===== config.mk =====
export PLATFORM = sky130hd
export DESIGN_NAME = tt_sweep_ctrl_flat
export DESIGN_NICKNAME = d
export VERILOG_FILES = /design/src/rtl/tt_sweep_ctrl_pkg.sv /design/src/rtl/tt_sweep_ctrl_if.sv /design/src/rtl/tt_sweep_ctrl_idx_pipe.sv /design/src/rtl/tt_sweep_ctrl.sv /design/src/flat_wrapper.sv
export SDC_FILE = /design/constraint.sdc
export NUM_CORES = 1
export LEC_CHECK = 0
export BUFFER_PORTS_ARGS = -buffer_cell sky130_fd_sc_hd__buf_2
export CORE_ASPECT_RATIO = 0.7
export CORE_MARGIN = 4
export CORE_UTILIZATION = 35
export CTS_CLUSTER_DIAMETER = 100
export CTS_CLUSTER_SIZE = 12
export DETAILED_ROUTE_END_ITERATION = 8
export SETUP_SLACK_MARGIN = 0.4
export SLEW_MARGIN = 20
export SYNTH_ARGS = -nofsm -noshare
export SYNTH_HDL_FRONTEND = slang
export SYNTH_SLANG_ARGS = --single-unit

===== constraint.sdc =====
create_clock -name clk -period 8.2 [get_ports clk]
set_input_delay 0.41 -clock clk [delete_from_list [all_inputs] [get_ports clk]]
set_output_delay 0.41 -clock clk [all_outputs]
set_load 0.02 [all_outputs]

===== src/rtl/tt_sweep_ctrl_pkg.sv =====
// Shared types and helpers for the truth-table sweep controller.
package tt_pkg;

    typedef enum logic [1:0] {
        IDLE  = 2'd0,
        SWEEP = 2'd1,
        DRAIN = 2'd2,
        DONE  = 2'd3
    } tt_state_e;

    localparam int N_IN_DEF = 7;
    localparam int LAT_DEF  = 0;

    // Truth table width for an n-input function.
    function automatic int tt_width(input int n);
        return 1 << n;
    endfunction

endpackage


===== src/rtl/tt_sweep_ctrl_if.sv =====
// Harness / function-block bundle for the sweep controller.
interface tt_sweep_ctrl_if
    import tt_pkg::*;
#(
    parameter int N_IN = N_IN_DEF
);
    localparam int TT_W = tt_width(N_IN);

    logic              start;
    logic              abort;
    logic [TT_W-1:0]   expected;
    logic [N_IN-1:0]   x;
    logic              f_in;
    logic              busy;
    logic              done;
    logic              match;
    logic              mis_valid;
    logic [N_IN-1:0]   mis_idx;
    logic [TT_W-1:0]   tt;

    // Controller side.
    modport slave (
        input  start, abort, expected, f_in,
        output x, busy, done, match, mis_valid, mis_idx, tt
    );

    // Harness / function-block side.
    modport master (
        output start, abort, expected, f_in,
        input  x, busy, done, match, mis_valid, mis_idx, tt
    );
endinterface


===== src/rtl/tt_sweep_ctrl_idx_pipe.sv =====
// Delays {valid, idx} by LAT cycles so each sample lines up with the
// function output produced for that minterm.
module tt_idx_pipe #(
    parameter int N_IN = 7,
    parameter int LAT  = 0
) (
    input  logic            clk,
    input  logic            rst_n,
    input  logic            i_flush,
    input  logic            i_valid,
    input  logic [N_IN-1:0] i_idx,
    output logic            o_valid,
    output logic [N_IN-1:0] o_idx
);
    generate
        if (LAT == 0) begin : g_pass
            logic w_unused;
            assign w_unused = clk ^ rst_n;
            assign o_valid  = i_valid & ~i_flush;
            assign o_idx    = i_idx;
        end else begin : g_pipe
            logic [N_IN:0] r_sr [LAT];

            // Shift register; flush drops every in-flight sample.
            always_ff @(posedge clk or negedge rst_n) begin
                if (!rst_n) begin
                    for (int i = 0; i < LAT; i++) r_sr[i] <= '0;
                end else if (i_flush) begin
                    for (int i = 0; i < LAT; i++) r_sr[i] <= '0;
                end else begin
                    r_sr[0] <= {i_valid, i_idx};
                    for (int i = 1; i < LAT; i++) r_sr[i] <= r_sr[i-1];
                end
            end

            assign o_valid = r_sr[LAT-1][N_IN];
            assign o_idx   = r_sr[LAT-1][N_IN-1:0];
        end
    endgenerate
endmodule


===== src/rtl/tt_sweep_ctrl.sv =====
// Truth-table sweep sequencer: walks all minterms onto x, samples f_in,
// and compares the captured table against the expected signature.
//
// state | meaning
// IDLE  | waiting for start, results cleared
// SWEEP | driving minterms 0..TT_W-1 on x
// DRAIN | waiting LAT cycles for the last samples to arrive
// DONE  | results valid; a new start re-arms
module tt_sweep_ctrl
    import tt_pkg::*;
#(
    parameter int N_IN = N_IN_DEF,
    parameter int LAT  = LAT_DEF
) (
    input logic           clk,
    input logic           rst_n,
    tt_sweep_ctrl_if.slave bus
);
    localparam int TT_W = tt_width(N_IN);
    localparam logic [N_IN:0] CNT_LAST  = (N_IN+1)'(TT_W - 1);
    localparam logic [3:0]    DRAIN_LD  = 4'((LAT > 0) ? LAT - 1 : 0);

    tt_state_e        r_state;
    logic [N_IN:0]    r_cnt;
    logic [3:0]       r_drain;
    logic [TT_W-1:0]  r_exp;
    logic [TT_W-1:0]  r_tt;
    logic             r_busy;
    logic             r_done;
    logic             r_match;
    logic             r_mis_valid;
    logic [N_IN-1:0]  r_mis_idx;

    logic             w_start_acc;
    logic             w_abort_acc;
    logic             w_smp_valid;
    logic [N_IN-1:0]  w_smp_idx;
    logic             w_smp_en;
    logic             w_bit_diff;
    logic [TT_W-1:0]  w_tt_next;

    assign w_start_acc = bus.start && (r_state == IDLE || r_state == DONE);
    assign w_abort_acc = bus.abort && (r_state == SWEEP || r_state == DRAIN);

    tt_idx_pipe #(.N_IN(N_IN), .LAT(LAT)) u_idx_pipe (
        .clk     (clk),
        .rst_n   (rst_n),
        .i_flush (w_start_acc | w_abort_acc),
        .i_valid (r_state == SWEEP),
        .i_idx   (r_cnt[N_IN-1:0]),
        .o_valid (w_smp_valid),
        .o_idx   (w_smp_idx)
    );

    assign w_smp_en   = w_smp_valid && (r_state == SWEEP || r_state == DRAIN);
    assign w_bit_diff = bus.f_in != r_exp[w_smp_idx];

    // Truth table including this cycle's sample, so match can be taken on the DONE edge.
    always_comb begin
        w_tt_next = r_tt;
        if (w_smp_en) w_tt_next[w_smp_idx] = bus.f_in;
    end

    // Sequencer FSM with counter, capture and compare registers.
    always_ff @(posedge clk or negedge rst_n) begin
        if (!rst_n) begin
            r_state     <= IDLE;
            r_cnt       <= '0;
            r_drain     <= '0;
            r_exp       <= '0;
            r_tt        <= '0;
            r_busy      <= 1'b0;
            r_done      <= 1'b0;
            r_match     <= 1'b0;
            r_mis_valid <= 1'b0;
            r_mis_idx   <= '0;
        end else begin
            r_done <= 1'b0;
            if (w_smp_en) begin
                r_tt <= w_tt_next;
                if (w_bit_diff && !r_mis_valid) begin
                    r_mis_valid <= 1'b1;
                    r_mis_idx   <= w_smp_idx;
                end
            end
            case (r_state)
                IDLE, DONE: begin
                    if (bus.start) begin
                        r_state     <= SWEEP;
                        r_exp       <= bus.expected;
                        r_tt        <= '0;
                        r_match     <= 1'b0;
                        r_mis_valid <= 1'b0;
                        r_mis_idx   <= '0;
                        r_cnt       <= '0;
                        r_busy      <= 1'b1;
                    end
                end
                SWEEP, DRAIN: begin
                    if (bus.abort) begin
                        r_state     <= IDLE;
                        r_cnt       <= '0;
                        r_tt        <= '0;
                        r_match     <= 1'b0;
                        r_mis_valid <= 1'b0;
                        r_mis_idx   <= '0;
                        r_busy      <= 1'b0;
                    end else if (r_state == SWEEP && r_cnt != CNT_LAST) begin
                        r_cnt <= r_cnt + 1'b1;
                    end else if (r_state == SWEEP && LAT > 0) begin
                        r_state <= DRAIN;
                        r_drain <= DRAIN_LD;
                    end else if (r_state == DRAIN && r_drain != '0) begin
                        r_drain <= r_drain - 1'b1;
                    end else begin
                        r_state <= DONE;
                        r_done  <= 1'b1;
                        r_busy  <= 1'b0;
                        r_match <= (w_tt_next == r_exp);
                    end
                end
                default: r_state <= IDLE;
            endcase
        end
    end

    assign bus.x         = r_cnt[N_IN-1:0];
    assign bus.busy      = r_busy;
    assign bus.done      = r_done;
    assign bus.match     = r_match;
    assign bus.mis_valid = r_mis_valid;
    assign bus.mis_idx   = r_mis_idx;
    assign bus.tt        = r_tt;
endmodule


===== src/flat_wrapper.sv =====
// flat-port wrapper written by rule: the top's interface ports become plain ports
module tt_sweep_ctrl_flat import tt_pkg::*;
#(
    parameter int N_IN = N_IN_DEF,
    parameter int LAT  = LAT_DEF
)
  (clk, rst_n, bus_start, bus_abort, bus_expected, bus_f_in, bus_x, bus_busy, bus_done, bus_match, bus_mis_valid, bus_mis_idx, bus_tt);
  tt_sweep_ctrl_if #(.N_IN(N_IN)) bus_i ();
  input logic clk;
  input logic rst_n;
  input wire logic [$bits(bus_i.start)-1:0] bus_start;
  input wire logic [$bits(bus_i.abort)-1:0] bus_abort;
  input wire logic [$bits(bus_i.expected)-1:0] bus_expected;
  input wire logic [$bits(bus_i.f_in)-1:0] bus_f_in;
  output wire logic [$bits(bus_i.x)-1:0] bus_x;
  output wire logic [$bits(bus_i.busy)-1:0] bus_busy;
  output wire logic [$bits(bus_i.done)-1:0] bus_done;
  output wire logic [$bits(bus_i.match)-1:0] bus_match;
  output wire logic [$bits(bus_i.mis_valid)-1:0] bus_mis_valid;
  output wire logic [$bits(bus_i.mis_idx)-1:0] bus_mis_idx;
  output wire logic [$bits(bus_i.tt)-1:0] bus_tt;
  assign bus_i.start = bus_start;
  assign bus_i.abort = bus_abort;
  assign bus_i.expected = bus_expected;
  assign bus_i.f_in = bus_f_in;
  assign bus_x = bus_i.x;
  assign bus_busy = bus_i.busy;
  assign bus_done = bus_i.done;
  assign bus_match = bus_i.match;
  assign bus_mis_valid = bus_i.mis_valid;
  assign bus_mis_idx = bus_i.mis_idx;
  assign bus_tt = bus_i.tt;
  tt_sweep_ctrl #(.N_IN(N_IN), .LAT(LAT)) u_core (.clk(clk), .rst_n(rst_n), .bus(bus_i));
endmodule

==> results of run 1 <==
==> per-stage QoR <==
step	setup WS (ns)	cell area, µm²	power (mW)	instances	hold WS, ns
6_report	3.460	17770	5.420	2216	0.05539
3_5_place_dp	3.619	17030	4.241	2184	0.4609
4_1_cts	3.601	17730	5.383	2214	0.01507
5_1_grt	3.367	17770	5.609	2216	0.05626
2_1_floorplan	4.870	15270	3.337	1416	0.1144
3_3_place_gp	3.549	17030	4.212	2184	0.4638
==> power breakdown <==
group / total, mW / internal (mW) / switching (mW)
clock: 1.13 / 0.582 / 0.544
sequential: 2.41 / 1.73 / 0.683
combinational: 1.88 / 0.811 / 1.07
==> registers in the layout (all words and copies together) (netlist names) <==
| register | cells |
|---|---|
| u_core.r_cnt | 8 |
| u_core.bus.mis_idx | 7 |
| u_core.bus.tt | 128 |
| u_core.bus.match | 1 |
| u_core.r_state | 2 |
| u_core.bus.busy | 1 |
| u_core.bus.done | 1 |
| u_core.r_exp | 128 |
| u_core.bus.mis_valid | 1 |
| u_core.r_drain | 4 |
==> worst max-delay path by stage <==
stage,to,slack [ns],cells past startpoint
2_1_floorplan,u_core.bus.match$_DFFE_PN0P_,4.87,12
3_3_place_gp,u_core.bus.match$_DFFE_PN0P_,3.55,10
3_5_place_dp,u_core.bus.match$_DFFE_PN0P_,3.62,10
4_1_cts,u_core.bus.match$_DFFE_PN0P_,3.60,10
5_1_grt,u_core.bus.match$_DFFE_PN0P_,3.37,10
6_report,u_core.bus.match$_DFFE_PN0P_,3.46,10
==> cell usage after synthesis (20+ instances only) <==
| library cell | n | area [µm²] |
|---|---|---|
| a21oi_1 | 48 | 240.2 |
| buf_2 | 36 | 180.2 |
| clkbuf_1 | 54 | 202.7 |
| dfrtp_1 | 281 | 7032 |
| inv_1 | 23 | 86.33 |
| mux2_2 | 144 | 1622 |
| mux2i_1 | 117 | 1171 |
| nand2_1 | 56 | 210.2 |
| nand3_1 | 30 | 150.1 |
| nand4_1 | 43 | 269.0 |
| nor2_1 | 136 | 510.5 |
| nor3_1 | 62 | 310.3 |
| nor4_1 | 20 | 125.1 |
| o31ai_1 | 20 | 150.1 |
| xnor2_1 | 25 | 219.0 |
| xor2_1 | 52 | 455.4 |
==> layout make-up <==
| cell class | count | area, µm² |
|---|---|---|
| inverter | 25 | 93.84 |
| fill | 4267 | 24960 |
| tap | 585 | 732.0 |
| sequential | 281 | 7033 |
| clock inverter | 2 | 17.52 |
| clock buffer | 28 | 679.4 |
| timing repair buffer | 308 | 1652 |
| multi-input combinational | 987 | 7560 |
==> worst max-delay path, delay by kind of cell (launching register included) <==
kind / cells / cell delay [ns]
buf+inv: 2 / 0.81
compound gates: 2 / 0.59
simple gates: 6 / 2.40
flops: 1 / 0.81
==> logic make-up after synthesis <==
group / after synthesis / share of synthesized area (%)
simple gates: 434 / 15.07
flops: 281 / 46.06
mux: 273 / 20.01
compound gates: 199 / 9.467
buf+inv: 148 / 4.647
xor+xnor: 77 / 4.418
fa+ha+maj: 4 / 0.3279
==> routing by layer <==
| layer | global-route usage, % | share of wire, % | vias to the layer above |
|---|---|---|---|
| met2 | 40.68 | 43 | 757 |
| met5 | 0 | 0.049 | - |
| met4 | 7.070 | 3.0 | 4 |
| met3 | 7.840 | 11 | 129 |
| met1 | 38.41 | 43 | 6637 |
| li1 | - | - | 5608 |
==> timing repair <==
| action | in CTS | in global routing |
|---|---|---|
| gates resized for setup | 0 | 0 |
| endpoints found under the hold margin | 0 | 67 |
| hold buffers | 0 | 1 |
==> results.md, run 1 <==
- Post-synth EDFFs: 0
- Hold violation total from the final report: 0
- Total length of routed wires: 65.98 mm
- Relative slew slack: 19.91%
- Row cnt: 63
- P_leak: 8.027 nW
- CP startpoint kind: register
- Fin crit share: 57.81%
- Final-stage net count: 1767
- Mapped Avg Cell Area: 10.78 µm²
- 1st-iter DRT viols: 1481
- I/O pin count: 279
- Setup_tns: 0 ns
- First-pass GRT wire length: 93.68 mm
- Async set or reset register ratio after synthesis: 100.0%
- Via/cell ratio: 5.927
- Final ANT Viol Nets: 0
- Starting Density: 35.73%
- Vias in the first global route: 12960
- Crit-path slowest cell: nor2_1
- Critical path cell sequence: buf_4, nand4bb_2, buf_4, nor2_1, nand2_1, a32oi_1, nand4_1, nor4_1, nand4_1, o41ai_2
- Clock transition at path regs: 0.08 ns
- # setup viols final: 0
- CTS Sinks: 281
- CTS buffer count: 27
- Vias post-DR: 13140
- Outcome: finished, final reports clean
- Fin util: 41.59%
- HP Class: input pin to register
- Final RePlAce weighted congestion: 1.005
- DIE HEIGHT: 182.7 µm
- Power Density: 305.0 mW/mm²
- Post-Synthesis Cell Area: 0.01527 mm²
- Max Slew Vio Count: 0
- Max-Cap Viols: 0
- Die W: 257.6 µm
- Overflow after GRT: 0
- FF-to-FF Start: u_core.r_cnt[2]$_DFFE_PN0P_
- Area grow syn2layout: 16.38%
- WP data required: 8.68 ns
- Min cycle time layout: 4.740 ns
- Number of synthesized register bits: 281
- Largest net degree at the start of global routing: 134
- Root Buffer: clkbuf_16
- RSZ-0062 raised after global routing: false
- Max stage delay on crit path: 0.88 ns
- CP arrival: 5.22 ns
- Setup Crit Path Kind: register to register
- Clk_skew: 0.01859 ns
- Postcts setup bufs: 0
- Most frequent cells in the layout: dfrtp_1 (280), buf_2 (276), mux2_2 (144), nor2_1 (136), mux2i_1 (117)
- CP Max Fanout: 43
- Worst Tran Pin Value: 1.185 ns
- Min-delay src: bus_expected[87]
- Initial antenna violation count: 5
- FMAX: 211.0 MHz
- DRC viols: 0
- Most common cell after layout, fill and taps aside: dfrtp_1
- Core box area: 0.04272 mm²
- Post-synth cell types: 82
- Worst setup EP type: register
- Hold path endpoint: u_core.r_exp[87]$_DFFE_PN0P_
- Port Buffers: 278
- H-tree levels: 1
- Area of the die: 0.04708 mm²
- Critical Path Start: u_core.r_cnt[2]$_DFFE_PN0P_
- Top_reg_cell synth: dfrtp_1
- CTS tree: yes
- Reg-to-Reg End: u_core.bus.match$_DFFE_PN0P_
- Seq/Total Area, Yosys: 46.06%
- Layout cell share with drive strength beyond 1: 32.00%
- Antenna diodes: 0
- GR Util All Layers: 27.00%
- Worst R2R Setup Slack: 3.46 ns
- Post-DP HPWL: 49.11 mm
- Ys Warns: 0
- Clk_lat worst skew: 0.58 ns
- DR WL/cell: 29.77 µm
- Worst vdd ir: 0.1944 mV
- Clock tree buffer depth: 3
- Initial DRT Pass Iterations: 5
- R2R depth: 10
- Syn nets: 1553
- Cell depth of the worst min-delay path: 2
- Synthesized instance count: 1416
Power figures use the tool's default switching activity.
==> inputs of run 2 (changes only) <==
- clock period: 8.2 -> 3.8 ns (I/O delays scaled with it)
==> run 2 against run 1 <==
Against the previous run: power increased by 130%; die area unchanged; combinational power increased to 2.6 times the previous value; first-iteration DRC count increased by 7.0%; register-to-register slack got worse by 3.2 ns; final area increased by 18%; clock skew increased by 0.0030 ns; non-clock buffer count increased by 320; worst setup slack got worse by 3.2 ns; fmax increased by 33%; via count increased by 11%; critical endpoint unchanged.
==> results.md, run 2 (synthesized netlist as in run 1, its figures left out) <==
- Crit-path leading delay family: simple AND/OR/NAND/NOR gates
- Layout cell share with drive strength beyond 1: 39.31%
- Vias in the first global route: 14370
- FF-to-FF Start: u_core.r_cnt[3]$_DFFE_PN0P_
- Antenna diodes: 0
- Crit path top cell by count: buf_4
- R2R depth: 11
- Critical Path Start: u_core.r_cnt[3]$_DFFE_PN0P_
- I/O pin count: 279
- CTS Sinks: 281
- Sequential standard cell area: 0.007047 mm²
- Clk_skew: 0.02164 ns
- 1st-iter DRT viols: 1584
- # setup viols final: 0
- CP arrival: 4.02 ns
- P_leak: 9.620 nW
- Fin crit share: 93.46%
- Setup Crit Path Kind: register to register
- CP startpoint kind: register
- DR WL/cell: 28.23 µm
- GR Util All Layers: 29.40%
- Sequential Power Share: 41.3%
- Worst Tran Pin Value: 0.9222 ns
- H-tree levels: 1
- Final-stage net count: 2087
- Starting Density: 35.73%
- Critical Path Sink: u_core.bus.match$_DFFE_PN0P_
- HP Class: input pin to register
- Min cycle time layout: 3.551 ns
- CTS buffer count: 27
- Via/cell ratio: 5.746
- Hold violation total from the final report: 0
- First-pass GRT wire length: 102.2 mm
- Most common cell after layout, fill and taps aside: buf_2
- DRC viols: 0
- Max-Cap Viols: 0
- Clock power share: 19.6%
- Critical path cell sequence: buf_4, buf_4, nor4bb_1, buf_4, nand3_1, mux2i_1, o22ai_1, or4_1, nor4_2, nand4_1, o41ai_2
- Root Buffer: clkbuf_16
- Multi-input logic area: 0.007913 mm²
- Cell depth of the worst min-delay path: 3
- P_sw: 5.235 mW
- Switching fraction of total power: 41.85%
- Die W: 257.6 µm
- Clk_lat worst skew: 0.57 ns
- Initial DRT Pass Iterations: 9
- Fin util: 49.17%
- DIE HEIGHT: 182.7 µm
- CTS tree: yes
- Bufs and invs on worst path: 3
- Setup_tns: 0 ns
- Core box area: 0.04272 mm²
- Reg-to-Reg End: u_core.bus.match$_DFFE_PN0P_
- FMAX: 281.6 MHz
- WP data required: 4.27 ns
- Row cnt: 63
- Crit path depth: 11
- Worst vdd ir: 0.3430 mV
- Total length of routed wires: 71.60 mm
- CP Max Fanout: 16
- Largest net degree at the start of global routing: 120
- Worst R2R Setup Slack: 0.25 ns
- Final ANT Viol Nets: 0
- Post-DP HPWL: 53.92 mm
- Clock tree buffer depth: 3
- Crit-path slowest cell: or4_1
- Outcome: finished, final reports clean
- Pint: 7.274 mW
- Most frequent cells in the layout: buf_2 (276), dfrtp_1 (275), buf_4 (206), mux2_2 (144), nor2_1 (135)
- # fillers: 3969
- Worst setup EP type: register
- Power Density: 595.4 mW/mm²
- Initial antenna violation count: 4
- Final RePlAce weighted congestion: 1.034
- Combinational share of power: 39.1%
- Vias post-DR: 14570
- RSZ-0062 raised after global routing: true
- Max Slew Vio Count: 0
- Max stage delay on crit path: 0.45 ns
- Port Buffers: 278
- Overflow after GRT: 0
- Area grow syn2layout: 37.61%
- Relative slew slack: 37.95%
- Total Power: 12.51 mW
- Clock transition at path regs: 0.07 ns
- Area of the die: 0.04708 mm²
run 2: cell count changes in the layout (fill, tap and decap cells not counted), sizes merged:
cell / delta
buf: +190
dlygate4sd3: +130
run 2: worst reg2reg max path, cell delays in order, from the launching register on:
cell and delay (ns):
dfrtp_1 0.43, buf_4 0.21, buf_4 0.24, nor4bb_1 0.35, buf_4 0.26, nand3_1 0.12, mux2i_1 0.45, o22ai_1 0.18
or4_1 0.45, nor4_2 0.29, nand4_1 0.24, o41ai_2 0.25
run 2: repair_timing:
| item | CTS | global route |
|---|---|---|
| hold buffers | 131 | 0 |
| endpoints found under the hold margin | 229 | 0 |
| endpoints found under the setup margin | 9 | 8 |
| resized for setup | 39 | 36 |
| setup buffers | 23 | 12 |
| pin swaps | 8 | 8 |
run 2: area by class of cell:
class	instances	area share, %
Sequential cell	281	33.54
Tap cell	585	3.484
Timing Repair Buffer	628	21.54
Clock inverter	2	0.08338
Multi-Input combinational cell	987	37.67
Inverter	25	0.4467
Clock buffer	28	3.234
run 2: power by group through the flow:
stage,clock network (mW),logic [mW],registers (mW)
2_1_floorplan,0,2.86,4.34
3_3_place_gp,0,4.42,5.13
3_5_place_dp,0,4.46,5.15
4_1_cts,2.52,4.71,5.10
5_1_grt,2.61,5.14,5.17
6_report,2.45,4.88,5.17
run 2: layer usage:
layer | vias to the layer above | GRT usage, % | part of all wire [%]
met5 | - | 0 | 0.10
met3 | 124 | 5.328 | 9.2
li1 | 6247 | - | -
met1 | 7382 | 43.49 | 44
met2 | 814 | 45.16 | 44
met4 | 6 | 6.853 | 2.7
run 2: how the worst min path moves through the flow:
stage	from	slack [ns]	endpoint
2_1_floorplan	rst_n	-0.11	u_core.bus.busy$_DFFE_PN0P_
3_5_place_dp	rst_n	0.34	u_core.r_exp[14]$_DFFE_PN0P_
4_1_cts	bus_start	0.15	u_core.bus.busy$_DFFE_PN0P_
6_report	bus_start	0.17	u_core.bus.busy$_DFFE_PN0P_
5_1_grt	bus_start	0.18	u_core.r_state[1]$_DFFE_PN0P_
3_3_place_gp	rst_n	0.34	u_core.r_exp[14]$_DFFE_PN0P_
run 2: through the flow:
step	instance area (µm²)	setup WS (ns)	std cells	hold WS [ns]
2_1_floorplan	15270	0.4695	1416	-0.1056
3_3_place_gp	18370	-0.2134	2340	0.3387
3_5_place_dp	18370	-0.1622	2340	0.3413
4_1_cts	20750	0.2731	2524	0.1481
5_1_grt	21010	0.2310	2536	0.1770
6_report	21010	0.2486	2536	0.1663
